**src/rtl/jt51_opacc_if.sv**
```systemverilog
// Port bundle for the FM operator output accumulator: slot markers, operator data,
// channel routing in; exact and DAC-style stereo outputs back.
interface jt51_opacc_if;
    logic               cen;
    logic               m1_enters;
    logic               m2_enters;
    logic               c1_enters;
    logic               c2_enters;
    logic               op31_acc;
    logic [1:0]         rl_I;
    logic [2:0]         con_I;
    logic signed [13:0] op_out;
    logic               ne;
    logic signed [10:0] noise;
    logic signed [15:0] left;
    logic signed [15:0] right;
    logic signed [15:0] xleft;
    logic signed [15:0] xright;

    modport master (
        output cen, m1_enters, m2_enters, c1_enters, c2_enters, op31_acc,
        output rl_I, con_I, op_out, ne, noise,
        input  left, right, xleft, xright
    );

    modport slave (
        input  cen, m1_enters, m2_enters, c1_enters, c2_enters, op31_acc,
        input  rl_I, con_I, op_out, ne, noise,
        output left, right, xleft, xright
    );
endinterface

```
**src/rtl/jt51_opacc.sv**
```systemverilog
// FM operator output accumulator: per-channel carrier sums in an 8-slot circulating
// delay line, stereo mixing, per-sample latching and a 10+3 floating-point DAC view.
module jt51_opacc (
    input logic         clk,
    input logic         rst,
    jt51_opacc_if.slave bus
);

    logic [7:0][15:0] dly_q;
    logic [15:0]      total;
    logic [13:0]      op_val;
    logic [15:0]      op_ext;
    logic [16:0]      sum17;
    logic [15:0]      opsum;
    logic             sum_en;
    logic             sum_all_q;
    logic [15:0]      pre_left_q, pre_right_q;
    logic [15:0]      xleft_q, xright_q;
    logic [15:0]      gated_l, gated_r;
    logic [12:0]      cmp_l, cmp_r;

    assign total = dly_q[7];

    // Noise replaces operator 31 output, scaled by two to match operator range
    always_comb begin
        op_val = bus.op_out;
        if (bus.ne && bus.op31_acc) begin
            op_val = {bus.noise[10], bus.noise[10], bus.noise, 1'b0};
        end
    end

    assign op_ext = {{2{op_val[13]}}, op_val};

    // Carrier selection per connection algorithm
    always_comb begin
        sum_en = 1'b0;
        case (bus.con_I)
            3'd0, 3'd1, 3'd2, 3'd3: sum_en = bus.m2_enters;
            3'd4:                   sum_en = bus.m1_enters | bus.m2_enters;
            3'd5, 3'd6:             sum_en = ~bus.c1_enters;
            default:                sum_en = 1'b1;
        endcase
    end

    always_comb begin
        sum17 = {op_ext[15], op_ext} + {total[15], total};
        opsum = total;
        if (bus.c2_enters) begin
            // C2 opens a fresh channel sum
            opsum = sum_en ? op_ext : 16'h0000;
        end else if (sum_en) begin
            if (sum17[16] != sum17[15]) begin
                opsum = sum17[16] ? 16'h8000 : 16'h7fff;
            end else begin
                opsum = sum17[15:0];
            end
        end
    end

    assign gated_l = bus.rl_I[0] ? total : 16'h0000;
    assign gated_r = bus.rl_I[1] ? total : 16'h0000;

    always_ff @(posedge clk or negedge rst) begin
        if (!rst) begin
            dly_q       <= '0;
            sum_all_q   <= 1'b0;
            pre_left_q  <= 16'h0000;
            pre_right_q <= 16'h0000;
            xleft_q     <= 16'h0000;
            xright_q    <= 16'h0000;
        end else if (bus.cen) begin
            dly_q <= {dly_q[6:0], opsum};
            if (bus.c2_enters) begin
                sum_all_q <= 1'b1;
                // Channel mix wraps; saturation only happens inside a channel
                if (!sum_all_q) begin
                    pre_left_q  <= gated_l;
                    pre_right_q <= gated_r;
                end else begin
                    pre_left_q  <= pre_left_q + gated_l;
                    pre_right_q <= pre_right_q + gated_r;
                end
            end
            // Placed after the c2 update so the sample-boundary clear wins
            if (bus.c1_enters) begin
                sum_all_q <= 1'b0;
                xleft_q   <= pre_left_q;
                xright_q  <= pre_right_q;
            end
        end
    end

    // Returns {exp[2:0], man[9:0]} from the run of leading sign copies
    function automatic logic [12:0] compress(input logic [15:0] lin);
        logic s;
        s = lin[15];
        if (lin[14] != s) return {3'd7, lin[15:6]};
        if (lin[13] != s) return {3'd6, lin[14:5]};
        if (lin[12] != s) return {3'd5, lin[13:4]};
        if (lin[11] != s) return {3'd4, lin[12:3]};
        if (lin[10] != s) return {3'd3, lin[11:2]};
        if (lin[9] != s)  return {3'd2, lin[10:1]};
        return {3'd1, lin[9:0]};
    endfunction

    function automatic logic [15:0] expand(input logic [2:0] e, input logic [9:0] man);
        logic [15:0] ext;
        ext = {{6{man[9]}}, man};
        if (e == 3'd0) return 16'h0000;
        return ext << (e - 3'd1);
    endfunction

    assign cmp_l = compress(xleft_q);
    assign cmp_r = compress(xright_q);

    assign bus.xleft  = xleft_q;
    assign bus.xright = xright_q;
    assign bus.left   = expand(cmp_l[12:10], cmp_l[9:0]);
    assign bus.right  = expand(cmp_r[12:10], cmp_r[9:0]);

endmodule

```
**src/flat_wrapper.sv**
```systemverilog
// flat-port wrapper written by rule: the top's interface ports become plain ports
module jt51_opacc_flat 
  (clk, rst, bus_cen, bus_m1_enters, bus_m2_enters, bus_c1_enters, bus_c2_enters, bus_op31_acc, bus_rl_I, bus_con_I, bus_op_out, bus_ne, bus_noise, bus_left, bus_right, bus_xleft, bus_xright);
  jt51_opacc_if bus_i ();
  input logic clk;
  input logic rst;
  input wire logic [$bits(bus_i.cen)-1:0] bus_cen;
  input wire logic [$bits(bus_i.m1_enters)-1:0] bus_m1_enters;
  input wire logic [$bits(bus_i.m2_enters)-1:0] bus_m2_enters;
  input wire logic [$bits(bus_i.c1_enters)-1:0] bus_c1_enters;
  input wire logic [$bits(bus_i.c2_enters)-1:0] bus_c2_enters;
  input wire logic [$bits(bus_i.op31_acc)-1:0] bus_op31_acc;
  input wire logic [$bits(bus_i.rl_I)-1:0] bus_rl_I;
  input wire logic [$bits(bus_i.con_I)-1:0] bus_con_I;
  input wire logic [$bits(bus_i.op_out)-1:0] bus_op_out;
  input wire logic [$bits(bus_i.ne)-1:0] bus_ne;
  input wire logic [$bits(bus_i.noise)-1:0] bus_noise;
  output wire logic [$bits(bus_i.left)-1:0] bus_left;
  output wire logic [$bits(bus_i.right)-1:0] bus_right;
  output wire logic [$bits(bus_i.xleft)-1:0] bus_xleft;
  output wire logic [$bits(bus_i.xright)-1:0] bus_xright;
  assign bus_i.cen = bus_cen;
  assign bus_i.m1_enters = bus_m1_enters;
  assign bus_i.m2_enters = bus_m2_enters;
  assign bus_i.c1_enters = bus_c1_enters;
  assign bus_i.c2_enters = bus_c2_enters;
  assign bus_i.op31_acc = bus_op31_acc;
  assign bus_i.rl_I = bus_rl_I;
  assign bus_i.con_I = bus_con_I;
  assign bus_i.op_out = bus_op_out;
  assign bus_i.ne = bus_ne;
  assign bus_i.noise = bus_noise;
  assign bus_left = bus_i.left;
  assign bus_right = bus_i.right;
  assign bus_xleft = bus_i.xleft;
  assign bus_xright = bus_i.xright;
  jt51_opacc u_core (.clk(clk), .rst(rst), .bus(bus_i));
endmodule
```
**config.mk**
```make
export PLATFORM = sky130hd
export DESIGN_NAME = jt51_opacc_flat
export DESIGN_NICKNAME = d
export VERILOG_FILES = /design/src/rtl/jt51_opacc_if.sv /design/src/rtl/jt51_opacc.sv /design/src/flat_wrapper.sv
export SDC_FILE = /design/constraint.sdc
export NUM_CORES = 1
export LEC_CHECK = 0
export BUFFER_PORTS_ARGS = -buffer_cell sky130_fd_sc_hd__clkbuf_2
export CAP_MARGIN = 5
export CELL_PAD_IN_SITES_DETAIL_PLACEMENT = 1
export CELL_PAD_IN_SITES_GLOBAL_PLACEMENT = 1
export CORE_MARGIN = 1.5
export CORE_UTILIZATION = 48
export CTS_CLUSTER_SIZE = 8
export DETAILED_ROUTE_END_ITERATION = 8
export HOLD_SLACK_MARGIN = 0.08
export PLACE_DENSITY = 0.91
export SLEW_MARGIN = 10
export SYNTH_ARGS = -nofsm -noshare
export SYNTH_HDL_FRONTEND = slang
export SYNTH_SLANG_ARGS = --single-unit
```
**constraint.sdc**
```tcl
create_clock -name clk -period 3.7 [get_ports clk]
set_clock_uncertainty 0.15 [all_clocks]
set_input_delay 0.185 -clock clk [delete_from_list [all_inputs] [get_ports clk]]
set_output_delay 0.185 -clock clk [all_outputs]
set_load 0.01 [all_outputs]
```
# Word-level counts from Yosys, hierarchy flattened
# Cells that the tools add are included.
dict set report op_classes {
  mux 87
  n_addsub 5
  bitwise_logic 2
  shift 2
  n_eq_ne 19
  reduce_logical 10
}
# op count
set op_table {}
lappend op_table {{$mux W13} 26}
lappend op_table {{$mux W16} 13}
lappend op_table {{$mux W1} 46}
lappend op_table {{$add A16 B16 Y16} 2}
lappend op_table {{$shl A16 B3 Y16} 2}
lappend op_table {{$add A14 B16 Y17} 1}
lappend op_table {{$mux W14} 1}
lappend op_table {{$ne A1 B1 Y1} 13}
lappend op_table {{$eq A3 B3 Y1 const B} 3}
lappend op_table {{$logic_not A3 Y1} 3}
lappend op_table {{$eq A3 B2 Y1 const B} 2}
lappend op_table {{$reduce_and A2 Y1} 3}
lappend op_table {{$sub A3 B1 Y3 const B} 2}
lappend op_table {{$reduce_or A4 Y1} 1}
lappend op_table {{$eq A3 B1 Y1 const B} 1}
lappend op_table {{$pmux W1 S3} 1}
lappend op_table {{$reduce_bool A2 Y1} 1}
lappend op_table {{$reduce_or A2 Y1} 1}
lappend op_table {{$logic_and A1 B1 Y1} 1}
lappend op_table {{$not A1 Y1} 1}
lappend op_table {{$or A1 B1 Y1} 1}
dict set report word_totals {
  out_inout_bits 64
  register_bits 193
  wordCells 138
  in_bits 39
}

# Logic depth before layout (Yosys ltp)
dict set report logic_depth {
  depth_word 26
  ltp_mapped 14
  depth_no_buf 12
}

# Least setup slack after synthesis
# OpenSTA, ideal clock, no wires.
dict set report synth_path {
  path_type {register to output}
  start {reg u_core.xleft_q[12] (netlist: u_core.bus.xleft[12])}
  end {out bus_left[4]}
  slack_ns 0.287
  stages_incl_launch_ff 14
  required_time_ns 3.365
  n_path_buf 4
  arrival_time_ns 3.078
  path_cell_list {dfrtp_1 -> ha_1 -> clkbuf_1 -> inv_1 -> buf_2 -> o221ai_1 -> nand2_1 -> nand2_1 -> inv_1 -> ha_1 -> clkbuf_1 -> clkbuf_1 -> o22ai_1 -> nor4_1}
}
dict set report synth_via {
  elab_chain_cells 15
  word_cells_on_any_way 22
  cone_classes {1 x add/sub; 1 x eq/ne; 1 x shift; 18 x mux; 1 x reduce/logical}
}
# element line_no
set synth_lines {}
lappend synth_lines {{start, declared} jt51_opacc.sv:18} ;# logic [15:0] xleft_q, xright_q;
lappend synth_lines {{start signal, assigned} jt51_opacc.sv:87} ;# xleft_q <= pre_left_q;
lappend synth_lines {{$mux W13} jt51_opacc.sv:97} ;# if (lin[14] != s) return {3'd7, lin[15:6]};
lappend synth_lines {{$mux W13 (2 in series)} jt51_opacc.sv:98} ;# if (lin[13] != s) return {3'd6, lin[14:5]};
lappend synth_lines {{$mux W13} jt51_opacc.sv:99} ;# if (lin[12] != s) return {3'd5, lin[13:4]};
lappend synth_lines {{$mux W13} jt51_opacc.sv:100} ;# if (lin[11] != s) return {3'd4, lin[12:3]};
lappend synth_lines {{$mux W13} jt51_opacc.sv:101} ;# if (lin[10] != s) return {3'd3, lin[11:2]};
lappend synth_lines {{$mux W13} jt51_opacc.sv:102} ;# if (lin[9] != s) return {3'd2, lin[10:1]};
lappend synth_lines {{$mux W13} jt51_opacc.sv:103} ;# return {3'd1, lin[9:0]};
lappend synth_lines {{$mux W13} jt51_opacc.sv:102}
lappend synth_lines {{$mux W13} jt51_opacc.sv:101}
lappend synth_lines {{$mux W13} jt51_opacc.sv:100}
lappend synth_lines {{$mux W13} jt51_opacc.sv:99}
lappend synth_lines {{$mux W13 (*)} jt51_opacc.sv:98}
lappend synth_lines {{parallel branches: the longest is 1 deep, another holds $sub A3 B1 Y3} --}
lappend synth_lines {{$mux W16 (*)} jt51_opacc.sv:110} ;# return ext << (e - 3'd1);
lappend synth_lines {{end, declared} flat_wrapper.sv:18} ;# output wire logic [$bits(bus_i.left)-1:0] bus_left;
# Every way passes the cells marked *. The select of a mux whose other input is x is not followed.

# Worst setup path after layout
dict set report layout_path {
  start {reg u_core.xleft_q[12] (netlist: u_core.bus.xleft[12])}
  end {out bus_left[8]}
}
# The elaborated chain is that of the path after synthesis.

==> metrics <==
Clk Latency, worst-skew pair=430 ps; busiest layer in global routing=met2; Clock transition at path regs=70 ps; remaining design rule violation count=0; Routed Antenna Nets=0; placed standard-cell area=14200 µm²; first-pass GRT wire length=about 65000 µm; Horiz. Die Dim=170 µm; Die ar.=29000 µm²; H-Tree Depth=4; overall fraction of global-route tracks in use=between 20 and 30%; sort of element at the end of the critical path=output port; via count=11734; pin count of the biggest net entering global routing=112; outcome=completed; Rel. slew slack=between 30% and 40%; grt met1 use=around 34%; Nets=1587; via count of the first global-routing pass=roughly 12000; buffers from clock root to sink, at most=2; endpoint of the worst-slack reg-to-reg timing path=u_core.pre_left_q[12]; Layout area overhead=12.5%; clock tree from TritonCTS=done; maximum achievable frequency=0.284 GHz; top cells by instance count after synthesis=sky130_fd_sc_hd__dfrtp_1, sky130_fd_sc_hd__mux2_2, sky130_fd_sc_hd__nand2_1; wire per inst=21.2 µm; Final Hold Violating Endpoints=0; Crit path arrival time=3190 ps; initial antenna violation count=1; count of TritonRoute iterations in the first routing pass=7; area fraction of the dominant cell type after synthesis=a little over a third; net count of the mapped netlist=1507; required time worst endpoint=around 3400 ps; worst hold stages=4; most numerous cell in the Yosys netlist=sky130_fd_sc_hd__dfrtp_1; global-route met2 utilization=roughly 51%; starting density of the core=48.5%; weighted congestion reported at the end of routability-driven placement=0.904; post-synthesis sequential element count=193; number of standard cells in the final layout excluding fillers=1884; total standard cell area after synthesis=13400 µm²; number of sinks on the clock net=193; Syn Inst Count=1414; mean number of vias per cell=between 6 and 7; Final setup violation count=0; critical path class=flip-flop to output port; cell depth of the worst flop-to-flop path=13; Slew Viols, Final=0; dominant cell type by area after synthesis=sky130_fd_sc_hd__dfrtp_1; category of the worst setup path launch point=flip-flop; root buffer cell=sky130_fd_sc_hd__clkbuf_16; violation count after the first detailed-route iteration=820; port buffer count=102; cts bufs inserted=17; synth top area cells=sky130_fd_sc_hd__dfrtp_1, sky130_fd_sc_hd__mux2_2, sky130_fd_sc_hd__ha_1; crit path time final=3520 ps; worst hold path endpoint=u_core.dly_q[0]; number of enable-type register cells in the synthesized netlist=0; final cycle utilization of the critical path=a little over nine tenths; number of antenna diodes=0; count of maximum capacitance violations=0; global routing usage on met3=3.70%; maximum fanout along the worst path=15; floorplan die height=170 µm; overflow left after global routing=0; area of the core region=~28000 µm²; actual transition at the worst max-transition pin=1020 ps; reg2reg setup slack=330 ps; Mean Syn Cell Area=9.50 µm²; cell count after placement=around 1800; path category of the worst min-delay check=primary input to flip-flop; sequential element share of the synthesized area=a little over a third; worst hold start=bus_op_out[0]; Setup TNS Final=0 ps; FF-to-FF Start=u_core.total[0]; half-perimeter wire length of the detailed placement result=between 20000 and 30000 µm; post-synth cell types=95; proportion of synthesized flip-flops having asynchronous set or reset=100%; top-level I/O count=approximately 100; final wirelength=39900 µm; share of post-route cells with drive strength above 1=25.4%; Row Count=approximately 60; Yosys Warn Count=0; prevailing post-synth register cell=sky130_fd_sc_hd__dfrtp_1; final instance area=15100 µm²
## through the flow
stage                     hold WS, ps  util [%]  setup slack, ps
after global routing             92.7      54.6            -7.78
after floorplan                  -261         -              287
after global placement            208      51.4              270
after CTS                        89.9      54.2             21.4
final                             110      54.6              177
after detailed placement          224      51.4              190
## logic make-up (layout without fill, tap and decap cells)
logic type / count (synthesis) / in the layout / synth area share [%]
AOI/OAI and AO/OA: 429 / 429 / 21.6
and+or+nand+nor: 352 / 352 / 13.3
muxes: 198 / 198 / 16.2
DFF: 193 / 193 / 35.9
buffers and inverters: 144 / 236 / 4.76
adders and majority gates: 56 / 56 / 5.36
xor gates and xnor gates: 42 / 42 / 2.79
## final cells by class
class	instances	area, µm²
Tap cell	378	473
Clock inverter	14	123
Inverter	45	180
Fill cell	3116	12600
Clock buffer	17	425
Timing Repair Buffer	160	1040
Sequential cell	193	4830
Multi-Input combinational cell	1077	8050
## layer usage
layer  up-vias  wire length, µm
li1       5400                -
met4         2             1340
met1      5901            16400
met2       340            20700
met5         -               17
met3        91             1480
## flip-flops by register name, indices dropped and copies added (netlist names)
signal              count
u_core.pre_right_q     16
u_core.bus.xleft       16
u_core.total           16
u_core.pre_left_q      16
u_core.dly_q          112
u_core.sum_all_q        1
u_core.bus.xright      16
## critical path: stages (launching register included)
cell	delay, ps
sky130_fd_sc_hd__dfrtp_2	460
sky130_fd_sc_hd__ha_1	360
sky130_fd_sc_hd__buf_4	220
sky130_fd_sc_hd__nor3_2	210
sky130_fd_sc_hd__o41ai_2	90
sky130_fd_sc_hd__ha_1	210
sky130_fd_sc_hd__ha_1	370
sky130_fd_sc_hd__or2_2	360
sky130_fd_sc_hd__o32ai_1	300
sky130_fd_sc_hd__clkbuf_2	180
## what timing repair did
item                                    4_1_cts  5_1_grt
setup buffers                                 0        2
hold buffers                                 22        0
endpoints found under the setup margin        3       27
resized for setup                             4       26
endpoints found under the hold margin       124        0
## layout by cell type (no fill, tap or decap), types with 17 or more instances in the layout
cell	netlist	layout
sky130_fd_sc_hd__dlygate4sd3_1	0	22
sky130_fd_sc_hd__dfrtp_1	193	189
sky130_fd_sc_hd__clkbuf_2	0	100
sky130_fd_sc_hd__mux2i_1	41	41
sky130_fd_sc_hd__a211oi_1	18	18
sky130_fd_sc_hd__nor3_1	25	24
sky130_fd_sc_hd__inv_1	39	37
sky130_fd_sc_hd__a21o_1	20	20
sky130_fd_sc_hd__nor2_1	73	71
sky130_fd_sc_hd__clkbuf_16	0	17
sky130_fd_sc_hd__xnor2_1	26	25
sky130_fd_sc_hd__buf_4	6	33
sky130_fd_sc_hd__mux2_2	156	156
sky130_fd_sc_hd__nor2b_1	21	21
sky130_fd_sc_hd__a31oi_1	17	17
sky130_fd_sc_hd__nand2_1	97	94
sky130_fd_sc_hd__a21oi_1	88	88
sky130_fd_sc_hd__o22ai_1	22	22
sky130_fd_sc_hd__and2_1	37	37
sky130_fd_sc_hd__ha_1	51	50
sky130_fd_sc_hd__o21ai_0	94	94
## how the worst max path moves through the flow
stage                          startpoint               end  slack (ps)  cells after the start
finish               u_core.bus.xleft[12]       bus_left[8]         180                      9
global route         u_core.bus.xleft[15]       bus_left[8]          -8                     11
CTS                 u_core.bus.xright[15]     bus_right[10]          20                     11
detailed placement                 bus_ne  u_core.dly_q[11]         190                     13
global placement                   bus_ne  u_core.dly_q[11]         270                     13
floorplan            u_core.bus.xleft[12]       bus_left[4]         290                     13
Power is not shown: default switching activity piles up to over one toggle a cycle in this logic, so the estimate is an artifact.
